### src/rtl/serial_adder.sv
// serial_adder: bit-serial ripple adder, one operand bit per clock, LSB first
module serial_adder #(
  parameter int WIDTH = 8
) (
  input  logic             clk,
  input  logic             rst_n,
  input  logic             start,
  input  logic [WIDTH-1:0] a_in,
  input  logic [WIDTH-1:0] b_in,
  input  logic             cin,
  output logic             busy,
  output logic             done,
  output logic [WIDTH-1:0] sum,
  output logic             cout
);
  localparam int CW = $clog2(WIDTH + 1);
  typedef enum logic [1:0] {IDLE, RUN, DONE} state_t;
  state_t           state_q, state_d;
  logic [WIDTH-1:0] a_q, a_d, b_q, b_d, work_q, work_d, sum_q, sum_d;
  logic             carry_q, carry_d, cout_q, cout_d;
  logic [CW-1:0]    cnt_q, cnt_d;
  logic             s, c;
  // state, operand, working and result registers; reset clears everything
  always_ff @(posedge clk or negedge rst_n) begin
    if (!rst_n) begin
      state_q <= IDLE;
      a_q     <= '0;
      b_q     <= '0;
      work_q  <= '0;
      sum_q   <= '0;
      carry_q <= 1'b0;
      cout_q  <= 1'b0;
      cnt_q   <= '0;
    end else begin
      state_q <= state_d;
      a_q     <= a_d;
      b_q     <= b_d;
      work_q  <= work_d;
      sum_q   <= sum_d;
      carry_q <= carry_d;
      cout_q  <= cout_d;
      cnt_q   <= cnt_d;
    end
  end
  // full-adder step on the LSBs, shift datapath, publish result on the last bit
  always_comb begin
    state_d = state_q;
    a_d     = a_q;
    b_d     = b_q;
    work_d  = work_q;
    sum_d   = sum_q;
    carry_d = carry_q;
    cout_d  = cout_q;
    cnt_d   = cnt_q;
    s       = a_q[0] ^ b_q[0] ^ carry_q;
    c       = (a_q[0] & b_q[0]) | (carry_q & (a_q[0] ^ b_q[0]));
    case (state_q)
      IDLE: if (start) begin
        a_d     = a_in;
        b_d     = b_in;
        carry_d = cin;
        cnt_d   = '0;
        state_d = RUN;
      end
      RUN: begin
        a_d     = a_q >> 1;
        b_d     = b_q >> 1;
        work_d  = WIDTH'({s, work_q} >> 1);
        carry_d = c;
        cnt_d   = cnt_q + CW'(1);
        if (cnt_q == CW'(WIDTH - 1)) begin
          sum_d   = work_d;
          cout_d  = c;
          state_d = DONE;
        end
      end
      DONE:    state_d = IDLE;
      default: state_d = IDLE;
    endcase
  end
  assign busy = state_q != IDLE;
  assign done = state_q == DONE;
  assign sum  = sum_q;
  assign cout = cout_q;
endmodule

### config.mk
export PLATFORM = sky130hd
export DESIGN_NAME = serial_adder
export DESIGN_NICKNAME = d
export VERILOG_FILES = /design/src/rtl/serial_adder.sv
export SDC_FILE = /design/constraint.sdc
export NUM_CORES = 1
export LEC_CHECK = 0
export BUFFER_PORTS_ARGS = -buffer_cell sky130_fd_sc_hd__clkbuf_2
export CAP_MARGIN = 20
export CORE_MARGIN = 1.5
export CORE_UTILIZATION = 35
export CTS_CLUSTER_DIAMETER = 100
export DETAILED_ROUTE_END_ITERATION = 8
export HOLD_SLACK_MARGIN = 0.1
export PLACE_DENSITY = 0.62
export SLEW_MARGIN = 20
export SYNTH_ARGS = -nofsm -noshare
export SYNTH_HDL_FRONTEND = slang
export SYNTH_SLANG_ARGS = --single-unit
export TNS_END_PERCENT = 100
### constraint.sdc
create_clock -name clk -period 3.93 [get_ports clk]
set_input_delay 0.1965 -clock clk [delete_from_list [all_inputs] [get_ports clk]]
set_output_delay 0.1965 -clock clk [all_outputs]
set_load 0.01 [all_outputs]
Yosys cells after proc, flatten, opt, wreduce, memory -nomap -nowiden
Index checks and enable logic that the tools add are counted.

storage, ports and cells
  register bits = 40
  input bits = 20
  logic and storage cells = 36

cells by class
  bitwise gates (word level) = 5
  add/sub/neg operators = 1
  mux-type cells = 11
  equality and inequality tests = 5
  reduce and logical (&&, ||, !) cells = 6

operator list
  cell                                                             number
  8-bit case mux with 2 select lines                               2
  8-bit 2-to-1 mux                                                 2
  4-bit case mux with 2 select lines                               1
  2-bit AND reduction                                              3
  4-bit by 1-bit adder with 4-bit output, second input constant    1
  4-bit by 3-bit == test with 1-bit output, second input constant  1
  2-bit 2-to-1 mux                                                 2
  4-bit 2-to-1 mux                                                 1
  2-bit != test, second input constant                             2
  2-bit case mux with 2 select lines                               1
  2-bit nonzero test                                               2
  1-bit bitwise AND                                                2
  2-bit by 1-bit == test with 1-bit output, second input constant  1
  2-bit == test, second input constant                             1
  2-bit logical NOT                                                1
  1-bit case mux with 2 select lines                               1
  1-bit XOR                                                        2
  1-bit 2-to-1 mux                                                 1
  1-bit OR                                                         1

Logic depth before layout (Yosys ltp)
  word-level depth = 4
  mapped depth = 4
  depth with buffers taken out = 4

Worst setup path before layout
OpenSTA, ideal clock, no wires.

  kind = reg2reg
  start point = register state_q[1]
  end point = register cout_q (netlist: cout)
  library setup time = 0.125 ns
  cell stages (with the launch flop) = 5
  buffers on the path = 1
  setup slack = 2.405 ns
  data required time = 3.805 ns
  arrival time = 1.401 ns
  path through = dfrtp_1 -> nand2b_1 -> buf_2 -> nor3_4 -> mux2_2

on the way
  word-level cells in the longest chain between the ends = 2

RTL lines
  element                                   RTL line  RTL
  start, declared                           18        state_t state_q, state_d;
  start signal, assigned                    35        state_q <= state_d;
  2-bit by 1-bit == test with 1-bit output  57        case (state_q)
  2-bit AND reduction (no source line)      n/a
  end signal, assigned                      41        cout_q <= cout_d;
  end, declared                             20        logic carry_q, carry_d, cout_q, cout_d;

Every way passes these cells.
A chain may end at the register's enable or synchronous reset.

Worst setup path in the final report
  start point = register state_q[0]
  end point = register sum_q[3] (netlist: sum[3])

on the way
  word-level cells in the longest chain between the ends = 2

RTL lines
  element                                   RTL line  RTL
  2-bit by 1-bit == test with 1-bit output  57
  2-bit AND reduction (no source line)      n/a
  end signal, assigned                      39        sum_q <= sum_d;
  end, declared                             19        logic [WIDTH-1:0] a_q, a_d, b_q, b_d, work_q, work_d, sum_q, sum_d;

Every way passes these cells.

==> reports/qor.log <==
INFO  status         outcome=finished clean
INFO  route          wl_met1=1510µm
INFO  global_routing first_global_vias=1136
INFO  cts            root_buffer=sky130_fd_sc_hd__clkbuf_8
INFO  finish         final_core_utilization=0.436
INFO  power_and_ir_drop pleak=0.929nW
INFO  sta            setup-tns-final=0ns
INFO  finish         layout_commonest_cell=sky130_fd_sc_hd__dfrtp_1
INFO  yosys          yosys.cell_types.count=24
INFO  finish         drive_gt1_frac=0.265
INFO  route          drt_iter0_markers=105
INFO  power_and_ir_drop share_clk_of_total_power=0.181
INFO  power_and_ir_drop power.share.combinational=0.326
INFO  floorplan      die_h=72.0µm
INFO  global_routing all_layer_global_routing_usage=0.138
INFO  global_routing antenna_found_initial=0
INFO  hold_path      hold_path.class=input pin to flop
INFO  power_and_ir_drop power.switching=0.000534W
INFO  route          post_route_drc_violation_count=0
INFO  placed_design  port_buffers=30
INFO  sta            fin_skew=0.0125ns
INFO  setup_path     path_class=flop to flop
INFO  yosys          post_synthesis_sequential_area_ratio=0.586
INFO  cts            insertion_delay_to_the_later_sink_of_the_worst_skew_pair=0.29ns
INFO  sta            rsz0062_at_grt=no
INFO  floorplan      die_w=72.0µm
INFO  sta            final_hold_violations=0
INFO  route          maxUsedRoutingLayer=met4
INFO  sta            worst_pin_slew=0.948ns
INFO  power_and_ir_drop vdd.ir_drop.worst=0.000208V
INFO  yosys          syn-mean-instance-area=10.6µm²
INFO  yosys          synth-warning-count=0
INFO  cts            cts.htree.levels=2
INFO  setup_path     crit_fanout=25
INFO  floorplan      core_area=4470µm²
INFO  route          dr.pass1.iters=5
INFO  sta            final-setup-viol-count=0
INFO  yosys          postSynthRegisterBits=39
INFO  route          vias=1234
INFO  route          route.detailed.vias_per_inst=5.12
INFO  sta            final_min_period_over_clock_period=0.571
INFO  cts            postCtsSetupRepairBufs=0
INFO  setup_path     timing.critical_path.arrival=2.42ns
INFO  finish         num-fill-cells=431
INFO  sta            finalWorstPathRequiredPeriod=2.24ns
INFO  power_and_ir_drop internal-power=0.000900W
INFO  sta            report.final.slew_viol_count=0
INFO  global_routing grt_pass1_wl=5440µm
INFO  cts            clkTransAtPathRegs=0.08ns
INFO  placed_design  place_inst=232
INFO  finish         syn2layout_area_growth=17.1%
INFO  placed_design  gpl.final_weighted_congestion=0.759
INFO  floorplan      pin_count=31
INFO  power_and_ir_drop pwr-share-seq=0.494
INFO  finish         antenna_cells_inserted=0
INFO  sta            fmaxAchievable=446MHz
INFO  cts            cts-resized-gates=0
INFO  floorplan      dieArea=5180µm²
INFO  setup_path     cp-end-kind=flop
INFO  floorplan      initial_utilization=0.372
INFO  global_routing grt_overflow_total=0
INFO  power_and_ir_drop netSwitchingFraction=0.372
INFO  power_and_ir_drop total_power_density_per_cell_area=736nW/µm²
INFO  cts            tritoncts=built
INFO  cts            numCtsBuffers=5
INFO  flow_run       maxCapViolations=0
INFO  finish         final_cell_mix=sky130_fd_sc_hd__dfrtp_1, sky130_fd_sc_hd__nand2_1, sky130_fd_sc_hd__clkbuf_2
INFO  finish         finish.cell_count_without_fillers=241
INFO  finish         final_net_count=210
INFO  yosys          postSynthCellCount=157
INFO  route          detail_route.wirelength=3250µm
INFO  global_routing grt_max_degree=40
INFO  setup_path     critPathRequiredTime=4.10ns
INFO  placed_design  hpwlAfterDp=2240µm
INFO  route          detail_route.wl_per_cell=13.5µm
INFO  route          number_of_nets_still_failing_antenna_checks_after_routing=0
INFO  yosys          synth_area=1660µm²
INFO  setup_path     cp-start-kind=flop
INFO  sta            holdWs=0.181ns
INFO  cts            clock_path_buffers=2
INFO  route          met3RoutedLength=134µm
INFO  floorplan      core.rowCount=24
INFO  yosys          synth.net_count=179
INFO  route          met2RoutedLength=1570µm
INFO  cts            cts_hold_buffers=1
INFO  sta            max_slew_margin=0.368
INFO  cts            cts_num_sinks=39
## critical path, stage by stage (launching register included)
cell and delay, ns:
sky130_fd_sc_hd__dfrtp_1 0.82, sky130_fd_sc_hd__nand2b_1 0.40, sky130_fd_sc_hd__nor3_4 0.51, sky130_fd_sc_hd__mux2_2 0.39
## final timing paths
path                            slack (ns)        from       end  depth (start not counted)
worst max-delay path                  1.69  state_q[0]    sum[3]                          3
worst min-delay path                  0.18     b_in[7]    b_q[7]                          2
worst max register to register        1.69  state_q[0]    sum[3]                          3
worst min register to register        0.48      b_q[3]    b_q[3]                          2
max in group asynchronous             2.75       rst_n  cnt_q[1]                          2
min in group asynchronous             0.60       rst_n    sum[6]                          2
## Yosys cell counts
cell type                  instances  area (µm²)
sky130_fd_sc_hd__dfrtp_1          39         976
sky130_fd_sc_hd__nand2_1          38         143
sky130_fd_sc_hd__o21ai_0          18        90.1
sky130_fd_sc_hd__a22oi_1          14         105
sky130_fd_sc_hd__mux2_2            9         101
sky130_fd_sc_hd__nor2b_1           8        50.1
sky130_fd_sc_hd__clkbuf_1          7        26.3
sky130_fd_sc_hd__a21oi_1           6        30.0
sky130_fd_sc_hd__inv_1             2        7.51
sky130_fd_sc_hd__nand3_1           2        10.0
sky130_fd_sc_hd__a22o_1            1        8.76
sky130_fd_sc_hd__a31oi_1           1        6.26
sky130_fd_sc_hd__a32o_1            1        10.0
sky130_fd_sc_hd__and2_1            1        6.26
sky130_fd_sc_hd__buf_2             1        5.00
sky130_fd_sc_hd__fa_1              1        20.0
sky130_fd_sc_hd__ha_1              1        12.5
sky130_fd_sc_hd__nand2b_1          1        6.26
sky130_fd_sc_hd__nor2_1            1        3.75
sky130_fd_sc_hd__nor3_4            1        16.3
sky130_fd_sc_hd__nor3b_1           1        7.51
sky130_fd_sc_hd__o21bai_1          1        7.51
sky130_fd_sc_hd__o311ai_0          1        8.76
sky130_fd_sc_hd__or2_2             1        6.26
## power groups by stage
stage          Combinational [W]  Clock [W]  Sequential [W]
6_report                0.000467   0.000259        0.000708
5_1_grt                 0.000536   0.000287        0.000736
4_1_cts                 0.000476   0.000265        0.000710
3_5_place_dp            0.000475          0        0.000717
3_3_place_gp            0.000464          0        0.000713
2_1_floorplan           0.000350          0        0.000678
## cells by family after synthesis
logic type | synth area share
multiplexers | 0.0609
adder cells (fa/ha/maj) | 0.0195
flip-flops | 0.586
AO/OA/AOI/OAI | 0.160
AND/OR/NAND/NOR | 0.150
buffers and inverters | 0.0233
## metal layers
layer,vias up,global-route usage
met5,-,0
met4,0,0.0692
met3,2,0.0264
met2,35,0.205
met1,592,0.195
li1,605,-
## state kept, by name (all words and copies together) (netlist names)
| signal | cells |
|---|---|
| work_q | 7 |
| state_q | 2 |
| carry_q | 1 |
| cnt_q | 4 |
| sum | 8 |
| b_q | 8 |
| cout | 1 |
| a_q | 8 |
## stage by stage
step / worst slack [ns] / power [W] / instance area (µm²)
after detailed placement: 1.68 / 0.00119 / 1860
after global placement: 1.72 / 0.00118 / 1860
after global routing: 1.49 / 0.00156 / 1950
final: 1.69 / 0.00143 / 1950
after CTS: 1.67 / 0.00145 / 1950
after floorplan: 2.40 / 0.00103 / 1660
## layout make-up
| cell class | count | area (µm²) | area share |
|---|---|---|---|
| clock buffer | 5 | 68.8 | 0.0353 |
| clock inverter | 3 | 15.0 | 0.00770 |
| inverter | 2 | 7.51 | 0.00385 |
| multi-input combinational | 108 | 649 | 0.333 |
| sequential | 39 | 976 | 0.501 |
| tap | 52 | 65.1 | 0.0334 |
| timing repair buffer | 32 | 168 | 0.0860 |
Note: power is estimated with default switching activity, not from simulation.
